--- src/rtl/dispense_arbiter.sv ---
// dispense_arbiter
//   Round-robin arbiter and sequencer for the 4:1 product-select mux.
//   Picks one of four slot requesters, drives the mux select and a one-hot
//   grant, holds the grant for HOLD_CYCLES out_ready-qualified cycles, and
//   then acknowledges the winner with a one-cycle done pulse.
//
//   Parameters:
//     HOLD_CYCLES - number of ready-qualified cycles a grant is held
//                   (legal 1..2^CNT_W-1, 0 behaves as 1)
//     CNT_W       - width of the dispense counter
//
//   Ports:
//     clk        in   1  system clock, rising edge
//     rst_n      in   1  asynchronous active-low reset
//     req        in   4  per-slot dispense request (level)
//     out_ready  in   1  downstream ready, qualifies hold counting
//     sel        out  2  mux select, index of current/last winner
//     grant      out  4  one-hot grant, zero when idle
//     busy       out  1  high from selection through the release cycle
//     done       out  4  one-hot, one-cycle acknowledge to the winner
//
//   Build option:
//     ARB_FIXED_PRIO_EN - when defined, fixed priority replaces round-robin
//                         (req[0] highest); the rotating pointer is removed.
module dispense_arbiter #(
  parameter int HOLD_CYCLES = 4,
  parameter int CNT_W       = 8
) (
  input  logic       clk,
  input  logic       rst_n,
  input  logic [3:0] req,
  input  logic       out_ready,
  output logic [1:0] sel,
  output logic [3:0] grant,
  output logic       busy,
  output logic [3:0] done
);

  // A hold of zero would never complete, so it is clamped to one cycle.
  localparam int               HOLD_EFF  = (HOLD_CYCLES < 1) ? 1 : HOLD_CYCLES;
  localparam logic [CNT_W-1:0] HOLD_LAST = CNT_W'(HOLD_EFF - 1);
  localparam logic [CNT_W-1:0] CNT_ONE   = CNT_W'(1);

  typedef enum logic [1:0] {
    IDLE     = 2'd0,
    DISPENSE = 2'd1,
    RELEASE  = 2'd2
  } state_t;

  state_t           state, state_nxt;
  logic [1:0]       sel_nxt;
  logic [3:0]       grant_nxt;
  logic             busy_nxt;
  logic [3:0]       done_nxt;
  logic [CNT_W-1:0] cnt, cnt_nxt;
  logic [1:0]       winner;

  function automatic logic [3:0] onehot(input logic [1:0] idx);
    onehot = 4'b0001 << idx;
  endfunction

`ifdef ARB_FIXED_PRIO_EN
  // Lowest index wins; no rotation state is kept.
  function automatic logic [1:0] pick_fixed(input logic [3:0] r);
    logic [1:0] w;
    w = 2'd0;
    for (int i = 3; i >= 0; i--) begin
      if (r[i]) w = 2'(i);
    end
    return w;
  endfunction

  assign winner = pick_fixed(req);
`else
  logic [1:0] ptr, ptr_nxt;

  // First set bit scanning ptr, ptr+1, ptr+2, ptr+3 (2-bit wrap gives mod 4).
  function automatic logic [1:0] pick_rr(input logic [3:0] r, input logic [1:0] p);
    logic [1:0] idx;
    logic [1:0] w;
    logic       found;
    w     = p;
    found = 1'b0;
    for (int i = 0; i < 4; i++) begin
      idx = p + 2'(i);
      if (!found && r[idx]) begin
        w     = idx;
        found = 1'b1;
      end
    end
    return w;
  endfunction

  assign winner = pick_rr(req, ptr);
`endif

  always_ff @(posedge clk or negedge rst_n) begin
    if (!rst_n) begin
      state <= IDLE;
      sel   <= 2'd0;
      grant <= 4'd0;
      busy  <= 1'b0;
      done  <= 4'd0;
      cnt   <= '0;
`ifndef ARB_FIXED_PRIO_EN
      ptr   <= 2'd0;
`endif
    end else begin
      state <= state_nxt;
      sel   <= sel_nxt;
      grant <= grant_nxt;
      busy  <= busy_nxt;
      done  <= done_nxt;
      cnt   <= cnt_nxt;
`ifndef ARB_FIXED_PRIO_EN
      ptr   <= ptr_nxt;
`endif
    end
  end

  always_comb begin
    state_nxt = state;
    sel_nxt   = sel;
    grant_nxt = grant;
    busy_nxt  = busy;
    done_nxt  = 4'd0;
    cnt_nxt   = cnt;
`ifndef ARB_FIXED_PRIO_EN
    ptr_nxt   = ptr;
`endif
    unique case (state)
      IDLE: begin
        grant_nxt = 4'd0;
        busy_nxt  = 1'b0;
        if (|req) begin
          sel_nxt   = winner;
          grant_nxt = onehot(winner);
          busy_nxt  = 1'b1;
          cnt_nxt   = '0;
          state_nxt = DISPENSE;
        end
      end
      DISPENSE: begin
        // A withdrawn winner aborts silently; this wins over completion.
        if (!req[sel]) begin
          grant_nxt = 4'd0;
          busy_nxt  = 1'b0;
          state_nxt = IDLE;
`ifndef ARB_FIXED_PRIO_EN
          ptr_nxt   = sel + 2'd1;
`endif
        end else if (out_ready) begin
          if (cnt == HOLD_LAST) begin
            grant_nxt = 4'd0;
            done_nxt  = onehot(sel);
            state_nxt = RELEASE;
`ifndef ARB_FIXED_PRIO_EN
            ptr_nxt   = sel + 2'd1;
`endif
          end else begin
            cnt_nxt = cnt + CNT_ONE;
          end
        end
      end
      RELEASE: begin
        busy_nxt  = 1'b0;
        state_nxt = IDLE;
      end
      default: begin
        grant_nxt = 4'd0;
        busy_nxt  = 1'b0;
        state_nxt = IDLE;
      end
    endcase
  end

endmodule

--- config.mk ---
export PLATFORM = sky130hd
export DESIGN_NAME = dispense_arbiter
export DESIGN_NICKNAME = d
export VERILOG_FILES = /design/src/rtl/dispense_arbiter.sv
export SDC_FILE = /design/constraint.sdc
export NUM_CORES = 1
export LEC_CHECK = 0
export CAP_MARGIN = 30
export CORE_UTILIZATION = 45
export CTS_CLUSTER_DIAMETER = 50
export DETAILED_ROUTE_END_ITERATION = 10
export PLACE_DENSITY = 0.71
export SLEW_MARGIN = 20
export SYNTH_ARGS = -nofsm -noshare
export SYNTH_HDL_FRONTEND = slang
export SYNTH_SLANG_ARGS = --single-unit
--- constraint.sdc ---
create_clock -name clk -period 1.86 [get_ports clk]
set_clock_uncertainty 0.05 [all_clocks]
set_input_delay 0.279 -clock clk [delete_from_list [all_inputs] [get_ports clk]]
set_output_delay 0.279 -clock clk [all_outputs]
set_load 0.01 [all_outputs]
# == After elaboration in Yosys (flattened, before gate mapping) ==
# Cells that the tools add are included.
# totals
word_cells,87
inputBits,7
reg_bits,23
mem_count,0
ram_bits,0
latchBits,0
rom_bits,0
out_inout_bits,11
# classes
shifts,2
reduce_logical,14
n_div,0
n_bitwise,1
n_addsub,5
n_eq_ne,12
order_cmp,5
multipliers,0
muxes,41
# ops
cell,count
$mux W4,8
$mux W8,4
$mux W2,10
$pmux W8 S2,1
$lt A2 B3 Y1 const B,5
$ne A2 B2 Y1 const B,6
$pmux W4 S3,1
$bmux W1 S2,5
$mux W1,10
$reduce_and A3 Y1,3
$add A8 B1 Y8 const B,1
$eq A8 B2 Y1 const B,1
$shl A1 B2 Y4 const A,2
$ne A3 B3 Y1 const B,2
$reduce_and A5 Y1,1
$add A2 B1 Y2 const B,2
$add A2 B2 Y2 const B,2
$pmux W2 S2,1
$reduce_or A4 Y1,1
$logic_and A1 B1 Y1,3
$logic_not A1 Y1,3
$eq A2 B1 Y1 const B,1
$eq A2 B2 Y1 const B,1
$logic_not A2 Y1,1
other kinds (5),5

# == Logic depth before layout (Yosys ltp) ==
# Gate-level depths: netlist of the first run.
# depth
ltp_word,15
depth_mapped,5
ltp_nobuf,4

# == Worst setup path before layout of the first run ==
# Ideal clock, no wire load.
# synth_path
path_kind,register -> register
from,reg sel[0]
to,reg cnt[7]
path_stages_with_launch,5
arrival_ps,1728
setup_ps,77
n_path_buf,0
setup_slack_ps,5
t_required_ps,1733
period_less_slack_ps,1855
cell_sequence,dfrtp_1 or3b_1 o22a_4 or4_1 a21oi_1
# synth_via
elab_chain_cells,4
# synth_lines
element,line_no,text
"start, declared",33,"output logic [1:0] sel,"
"start signal, assigned",110,sel <= sel_nxt;
$bmux W1 S2,145,if (!req[sel]) begin
$mux W1 (implied by the code),145,
$ne A2 B2 Y1 (no source line),-,
$reduce_and A5 Y1 (no source line),-,
"end signal, assigned",114,cnt <= cnt_nxt;
"end, declared",55,"logic [CNT_W-1:0] cnt, cnt_nxt;"
# No other way between the ends. The select of a mux whose other input is x is not followed.
# A chain may end at the register's enable or synchronous reset.

# == Worst setup path in the final report of the first run ==
# layout_path
from,reg state[1]
to,reg cnt[7]
# layout_via
elab_chain_cells,3
word_cells_on_any_way,9
classes_between,eq/ne (5); mux (1); reduce/logical (3)
# layout_lines
element,line_no,text
"start, declared",50,"state_t state, state_nxt;"
"start signal, assigned",109,state <= state_nxt;
$eq A2 B1 Y1 or $logic_not A2 Y1 (tied branches),131,unique case (state)
$ne A2 B2 Y1 (no source line) or $reduce_bool A2 Y1 (tied branches),-,
$reduce_and A5 Y1 (no source line),-,
# Several ways; a longest one is shown, not always the timed one.

==> flow_metrics.py, run 1 <==
metrics = {
    "yosys": {
        "synth_fp_nets": 133,
        "ys_warn_count": 0,
        "synthTopCellsByArea": "dfrtp_1, mux2i_1, ha_1, nand2_1, inv_1",
        "yosysTopAreaCellShare_pct": 47.0,
        "synth_seq_cells": 23,
        "yosysUniqueCellTypes": 38,
        "synth_top_cell_by_area": "dfrtp_1",
        "yosysSeqAreaShare_pct": 47.0,
        "syn_area_per_cell_um2": 10.1,
        "syn_area_um2": 1220,
        "netlist_instances": 121,
    },
    "global_routing": {
        "grt_usage_pct": 20.7,
        "grt_pass1_vias": 999,
        "grt_overflow": 0,
        "antenna_found_initial": 0,
        "grt_pass1_wl_um": 4310,
        "grt_max_degree": 24,
    },
    "route": {
        "wl_um": 2670,
        "drc_errors": 0,
        "vias_per_cell": 5.61,
        "wl_per_cell_um": 13.9,
        "top_layer": "met4",
        "firstDrtPassIters": 4,
        "num_vias": 1077,
        "ant_nets": 0,
        "wl_met1_um": 1250,
        "wl_met3_um": 88,
        "dr_wl_met2_um": 1310,
        "dr.first_iter.drc_count": 34,
    },
    "layout": {
        "final_cell_mix": "dfrtp_1, buf_4, clkdlybuf4s50_1",
        "syn_to_final_growth_pct": 33.2,
        "fillers": 207,
        "mostFrequentLayoutCell": "dfrtp_1",
        "antenna_cells": 0,
        "multi_input_area_um2": 627,
        "regArea_um2": 577,
        "finalNetCount": 175,
        "finalCoreUtilization_pct": 64.6,
        "drive_above_1_share_pct": 22.8,
    },
    "floorplanning": {
        "fp.dieH_um": 54.1,
        "ios": 18,
        "dieArea_um2": 2930,
        "rows": 18,
        "start_util_pct": 48.5,
        "die_w_um": 54.1,
        "coreArea_um2": 2520,
    },
    "setup_path": {
        "cp_cell_sequence": "buf_4 > nand3b_1 > o22a_4 > or4_1 > a21oi_1",
        "crit_type": "reg -> reg",
        "end_kind": "flop",
        "cp.required_ps": 2050,
        "cp_max_fo": 6,
        "cp_slowest_cell": "or4_1",
        "max_stage_delay_ps": 520,
        "critPathLaunchType": "flop",
        "cp.arrival_ps": 2020,
    },
    "cts": {
        "htreeDepth": 1,
        "clk_latency_ps": 300,
        "cts_tree": "yes",
        "clock_sinks": 23,
        "cts-root-buf": "clkbuf_4",
        "clkSlewWorstSetupHoldPaths_ps": 130,
        "cts_buffer_depth": 2,
        "cts_buffers": 3,
    },
    "place": {
        "portBuffers": 17,
        "place.gp.congestion": 0.846,
        "hpwl_um": 2020,
    },
    "power_and_ir_drop": {
        "p_per_area_nw_per_um2": 1250,
        "switching_power_w": 0.000778,
        "p_int_w": 0.00126,
        "clkPwrFrac_pct": 11.6,
        "p_leak_nw": 0.773,
        "seqPwrFrac_pct": 36.4,
        "ir_drop_v": 0.000775,
        "swShare_pct": 38.1,
        "comb_power_share_pct": 52.0,
    },
    "timing": {
        "final_max_slew_viol_count": 0,
        "slew-limit-headroom_pct": 68.9,
        "period_share_pct": 98.3,
        "setup_violations": 0,
        "fin_tns_setup_ps": 0,
        "min_period_ps": 1830,
        "worst_slew_pin_slew_ps": 467,
        "hold_viol_final": 0,
        "timing.fmax_mhz": 547,
    },
    "min_path": {
        "hp-class": "in -> async",
    },
    "run": {
        "cap_violations": 0,
    },
    "status": {
        "status": "finished clean",
    },
}
## flip-flops by register name (all words and copies together), names as in the netlist
name and count:
busy 1, cnt 8, state 2, ptr 2
grant 4, done 4, sel 2
## final timing paths
check	startpoint	endpoint	slack (ps)	cells past startpoint
worst min-delay path	rst_n	state[1]	250	2
worst max-delay path	state[1]	cnt[7]	30	5
worst min register to register	grant[2]	grant[2]	470	1
min in group clk	grant[2]	grant[2]	470	1
max in group asynchronous	rst_n	sel[1]	1270	2
worst max register to register	state[1]	cnt[7]	30	5
## layout make-up
| cell class | instances | share of cell area (%) |
|---|---|---|
| repair buffers | 38 | 20.0 |
| flip-flops and latches | 23 | 35.4 |
| clock buffers | 4 | 1.61 |
| multi-input cells | 87 | 38.4 |
| inverters | 10 | 2.30 |
| well taps | 30 | 2.30 |
## synthesized netlist by cell type
master    instances
a22oi_1           1
nand2_1          16
nand3b_1          1
o41ai_1           1
nor2b_1           1
or4_2             1
nand3_1           3
a21oi_1           6
and2_1            4
o221ai_1          1
nand2b_1          3
mux2_2            1
and2b_2           1
o22a_1            1
or4_1             2
nor4_1            1
a211o_1           1
o311ai_0          1
nor3b_1           1
or3_2             1
o22ai_1           3
nor2_1            4
nand4_1           4
ha_1              5
a32o_1            2
dfrtp_1          23
o22a_4            1
mux2i_1           7
or3b_1            1
o32ai_1           2
o31ai_1           2
a21o_1            1
and2_2            2
o21ai_0           3
buf_2             1
and4_1            1
inv_1            10
a311o_1           1
## through the flow
step	instances	instance area (um2)	power (W)	hold slack, ps	worst slack, ps
4_1_cts	189	1590	0.00197	260	29.8
2_1_floorplan	121	1220	0.00130	-66.6	5.03
5_1_grt	192	1630	0.00221	306	-18.8
3_3_place_gp	185	1560	0.00170	430	-214
6_report	192	1630	0.00204	251	31.0
3_5_place_dp	185	1560	0.00173	437	-246
## routing by layer
metal | track usage, % | vias up
met3 | 3.39 | 2
met5 | 0 | -
met4 | 5.13 | 0
met2 | 36.2 | 25
met1 | 26.1 | 518
li1 | - | 532
## repair_timing
action / CTS / global route
endpoints found under the setup margin: 0 / 10
hold buffers: 0 / 0
setup buffers: 0 / 3
resized for setup: 0 / 6
## power groups by stage
stage	clock network, W	registers [W]	logic (W)
6_report	0.000237	0.000744	0.00106
2_1_floorplan	0	0.000783	0.000514
5_1_grt	0.000261	0.000761	0.00118
3_3_place_gp	0	0.000742	0.000962
4_1_cts	0.000241	0.000739	0.000992
3_5_place_dp	0	0.000749	0.000986
## cells by family (layout without fill, tap and decap cells)
family          after synthesis  in the layout  synth area share, %
flops                        23             23                 47.0
mux                           8              8                 6.65
compound gates               27             27                 16.6
simple gates                 47             47                 21.2
buf+inv                      11             52                 3.48
fa+ha+maj                     5              5                 5.11
## critical path, delay by kind of cell (launching register included)
kind / cells / cell delay, ps
flip-flops: 1 / 420
buffers and inverters: 1 / 150
AO/OA/AOI/OAI: 2 / 440
AND/OR/NAND/NOR: 2 / 710
No activity file was read; power rests on OpenSTA's default activity.
==> inputs of run 2 (changes only) <==
Settings changed: DONT_BUFFER_PORTS set to 1, PLACE_DENSITY 0.71 to unset.
==> flow_metrics.py, run 2 (synthesis results as in run 1) <==
metrics = {
    "place": {
        "hpwl_um": 1790,
        "portBuffers": 0,
        "place.gp.congestion": 0.806,
    },
    "setup_path": {
        "critPathLaunchType": "flop",
        "cp.required_ps": 2060,
        "crit_type": "reg -> reg",
        "cp.arrival_ps": 2010,
        "end_kind": "flop",
        "cp_max_fo": 9,
    },
    "floorplanning": {
        "dieArea_um2": 2930,
        "start_util_pct": 48.5,
        "rows": 18,
        "ios": 18,
        "die_w_um": 54.1,
        "fp.dieH_um": 54.1,
        "coreArea_um2": 2520,
    },
    "global_routing": {
        "grt_pass1_wl_um": 4130,
        "grt_overflow": 0,
        "grt_pass1_vias": 961,
        "antenna_found_initial": 0,
        "grt_max_degree": 24,
        "grt_usage_pct": 20.3,
    },
    "timing": {
        "fin_tns_setup_ps": 0,
        "worst_slew_pin_slew_ps": 524,
        "setup_violations": 0,
        "final_max_slew_viol_count": 0,
        "slew-limit-headroom_pct": 65.1,
        "min_period_ps": 1810,
        "hold_viol_final": 0,
        "period_share_pct": 97.2,
        "rsz0062_at_grt": "no",
        "timing.fmax_mhz": 553,
    },
    "route": {
        "wl_per_cell_um": 15.0,
        "drc_errors": 0,
        "wl_met3_um": 102,
        "top_layer": "met4",
        "wl_met1_um": 1240,
        "wl_um": 2500,
        "vias_per_cell": 5.78,
        "dr.first_iter.drc_count": 26,
        "firstDrtPassIters": 4,
        "num_vias": 966,
        "ant_nets": 0,
        "dr_wl_met2_um": 1120,
    },
    "layout": {
        "antenna_cells": 0,
        "finalCoreUtilization_pct": 55.5,
        "syn_to_final_growth_pct": 14.4,
        "finalNetCount": 150,
        "largest_reg_flops": 8,
        "top_register": "cnt",
        "drive_above_1_share_pct": 19.7,
        "final_cell_mix": "dfrtp_1, nand2_1, buf_4",
        "reg_top3": "cnt: 8 flops, done: 4 flops, grant: 4 flops",
        "mostFrequentLayoutCell": "dfrtp_1",
    },
    "cts": {
        "clock_sinks": 23,
        "cts_buffer_depth": 2,
        "cts_buffers": 3,
        "htreeDepth": 1,
        "clk_latency_ps": 310,
        "cts-root-buf": "clkbuf_4",
        "clkSlewWorstSetupHoldPaths_ps": 130,
        "cts_tree": "yes",
    },
    "power_and_ir_drop": {
        "ir_drop_v": 0.000810,
        "p_leak_nw": 0.675,
        "p_per_area_nw_per_um2": 1280,
    },
    "run": {
        "cap_violations": 0,
    },
    "status": {
        "status": "finished clean",
    },
    "min_path": {
        "hp-class": "in -> reg",
    },
}
==> run 2: repair_timing <==
item                                    in CTS  in global routing
buffers inserted                             0                  3
hold buffers                                 1                  1
endpoints found under the setup margin       0                 11
endpoints found under the hold margin       23                 23
gates resized for setup                      0                  5
==> run 2: critical path, cell delays in order (launching register included) <==
cell     delay, ps
dfrtp_1        430
or3b_4         390
o22a_4         230
or4_4          520
a21oi_2        140
==> run 2: per-layer routing <==
| metal | track usage [%] | vias to the layer above |
|---|---|---|
| met4 | 8.97 | 0 |
| met1 | 26.3 | 466 |
| li1 | - | 474 |
| met5 | 0 | - |
| met2 | 31.5 | 22 |
| met3 | 5.08 | 4 |
==> run 2: worst paths after layout <==
check                                from       end  slack [ps]  cells after the start
max in group asynchronous           rst_n  grant[3]        1000                      2
min in group asynchronous           rst_n    cnt[7]         410                      2
worst max-delay path             state[1]    cnt[7]          50                      4
worst min register to register     cnt[2]    cnt[2]         490                      1
worst min-delay path            out_ready    cnt[2]         100                      2
worst max register to register   state[1]    cnt[7]          50                      4
==> run 2: layout make-up <==
type / instances / area (um2)
Multi-Input combinational cell: 87 / 626
Clock buffer: 4 / 26.3
Fill cell: 246 / 1120
Sequential cell: 23 / 576
Timing Repair Buffer: 13 / 97.6
Tap cell: 30 / 37.5
Inverter: 10 / 37.5
==> run 2: power by group <==
group	total [W]	internal [W]	switching, W
Clock	0.000235	0.0000837	0.000151
Sequential	0.000771	0.000627	0.000144
Combinational	0.000784	0.000360	0.000424
Total	0.00179	0.00107	0.000720
==> run 2: through the flow <==
stage / instances / power, W / hold WS (ps) / worst slack [ps] / area (um2)
global placement: 158 / 0.00150 / -66.1 / 105 / 1320
CTS: 163 / 0.00177 / 88.1 / 17.1 / 1350
global route: 167 / 0.00194 / 93.8 / 19.1 / 1400
floorplan: 121 / 0.00130 / -66.6 / 5.03 / 1220
detailed placement: 158 / 0.00152 / -66.0 / 53.0 / 1320
finish: 167 / 0.00179 / 101 / 51.2 / 1400
==> inputs of run 3 (changes only) <==
--- a/constraint.sdc
+++ b/constraint.sdc
@@ -4,2 +4,2 @@
 set_output_delay 0.279 -clock clk [all_outputs]
-set_load 0.01 [all_outputs]
+set_load 0.05 [all_outputs]
==> flow_metrics.py, run 3 (synthesis results as in run 1) <==
metrics = {
    "status": {
        "status": "finished clean",
    },
    "timing": {
        "timing.fmax_mhz": 563,
        "hold_viol_final": 0,
        "rsz0062_at_grt": "no",
        "worst_slew_pin_slew_ps": 513,
        "period_share_pct": 95.5,
        "fin_tns_setup_ps": 0,
        "slew-limit-headroom_pct": 65.8,
        "min_period_ps": 1780,
        "setup_violations": 0,
        "final_max_slew_viol_count": 0,
    },
    "min_path": {
        "hold_depth": 2,
        "hp-start": "out_ready",
        "hp-class": "in -> reg",
        "hold-path-endpoint": "cnt[3]",
    },
    "route": {
        "drc_errors": 0,
        "ant_nets": 0,
        "firstDrtPassIters": 4,
        "vias_per_cell": 5.85,
        "wl_um": 2440,
        "dr.first_iter.drc_count": 14,
        "wl_per_cell_um": 15.0,
        "num_vias": 953,
    },
    "floorplanning": {
        "fp.dieH_um": 54.1,
        "dieArea_um2": 2930,
        "ios": 18,
        "rows": 18,
        "die_w_um": 54.1,
        "start_util_pct": 48.5,
        "coreArea_um2": 2520,
    },
    "layout": {
        "top_register": "cnt",
        "largest_reg_flops": 8,
        "final_cell_mix": "dfrtp_1, nand2_1, inv_1",
        "syn_to_final_growth_pct": 11.7,
        "antenna_cells": 0,
        "mostFrequentLayoutCell": "dfrtp_1",
        "design_area_um2": 1370,
        "drive_above_1_share_pct": 17.3,
        "fillers": 240,
        "multi_input_area_um2": 618,
        "finalNetCount": 146,
        "regArea_um2": 578,
        "reg_top3": "cnt: 8 flops, done: 4 flops, grant: 4 flops",
    },
    "global_routing": {
        "grt_usage_pct": 19.3,
        "busiest_layer": "met2",
        "met3_usage_pct": 5.37,
        "met2_usage_pct": 32.5,
        "grt_util_met1_pct": 23.4,
        "grt_max_degree": 24,
        "grt_overflow": 0,
        "grt_pass1_wl_um": 3990,
        "antenna_found_initial": 0,
        "grt_pass1_vias": 929,
    },
    "setup_path": {
        "rr_startpoint": "state[1]",
        "critPathLaunchType": "flop",
        "r2r_slack_ps": 80,
        "end_kind": "flop",
        "rr_endpoint": "cnt[7]",
        "crit_type": "reg -> reg",
        "reg2regPathDepth": 4,
        "cp.arrival_ps": 1960,
        "cp_max_fo": 9,
        "cp.required_ps": 2050,
    },
    "place": {
        "place.gp.congestion": 0.828,
        "place_area_um2": 1320,
        "portBuffers": 0,
        "hpwl_um": 1850,
    },
    "cts": {
        "cts_tree": "yes",
        "cts-root-buf": "clkbuf_4",
        "cts_buffers": 3,
        "clk_latency_ps": 310,
        "cts_buffer_depth": 2,
        "htreeDepth": 1,
        "clock_sinks": 23,
        "post-cts-setup-buffers": 0,
        "clkSlewWorstSetupHoldPaths_ps": 130,
    },
    "power_and_ir_drop": {
        "finalPower_w": 0.00200,
        "p_per_area_nw_per_um2": 1460,
        "ir_drop_v": 0.000922,
        "p_leak_nw": 0.654,
    },
    "run": {
        "cap_violations": 0,
    },
}
==> run 3: worst max-delay path, stage by stage (launching register included) <==
cell and delay [ps]:
dfrtp_1 440, or3b_4 420, o22a_4 260, or4_1 410
a21oi_1 140
==> run 3: layout make-up <==
type                       count  share of cell area [%]
inverter                      10                    2.75
timing repair buffer           9                    4.95
clock buffer                   3                    1.65
tap                           30                    2.75
multi-input combinational     87                    45.2
sequential                    23                    42.3
clock inverter                 1                   0.366
==> run 3: worst max path at each step <==
stage / from / to / cells after the start
after floorplan: sel[0] / cnt[6] / 4
after global placement: state[1] / cnt[6] / 4
after detailed placement: cnt[4] / ptr[1] / 4
after CTS: cnt[4] / ptr[1] / 4
after global routing: cnt[4] / ptr[1] / 4
final: state[1] / cnt[7] / 4
==> run 3: through the flow <==
step | hold WS, ps | setup WS [ps] | util (%) | cells
4_1_cts | 95.9 | 47.5 | 53.7 | 162
3_5_place_dp | -66.1 | 76.9 | 52.2 | 157
3_3_place_gp | -66.1 | 147 | 52.2 | 157
6_report | 112 | 84.0 | 54.2 | 163
2_1_floorplan | -66.6 | 41.7 | - | 121
5_1_grt | 97.3 | 9.23 | 54.2 | 163
==> run 3: metal layers <==
metal  vias up  wire length (um)
met4         0                24
met5         -                 0
met2        21              1180
met1       460              1140
li1        468                 -
met3         4                97
==> run 3: where the power goes <==
group / switching [W] / leakage, nW / internal, W
Clock: 0.000152 / 0.0177 / 0.0000803
Sequential: 0.000309 / 0.302 / 0.000627
Combinational: 0.000484 / 0.334 / 0.000348
==> run 3: what timing repair did <==
item | in CTS | in global routing
hold buffers | 1 | 1
gates resized for setup | 0 | 2
hold endpoints to repair | 23 | 23
endpoints found under the setup margin | 0 | 10
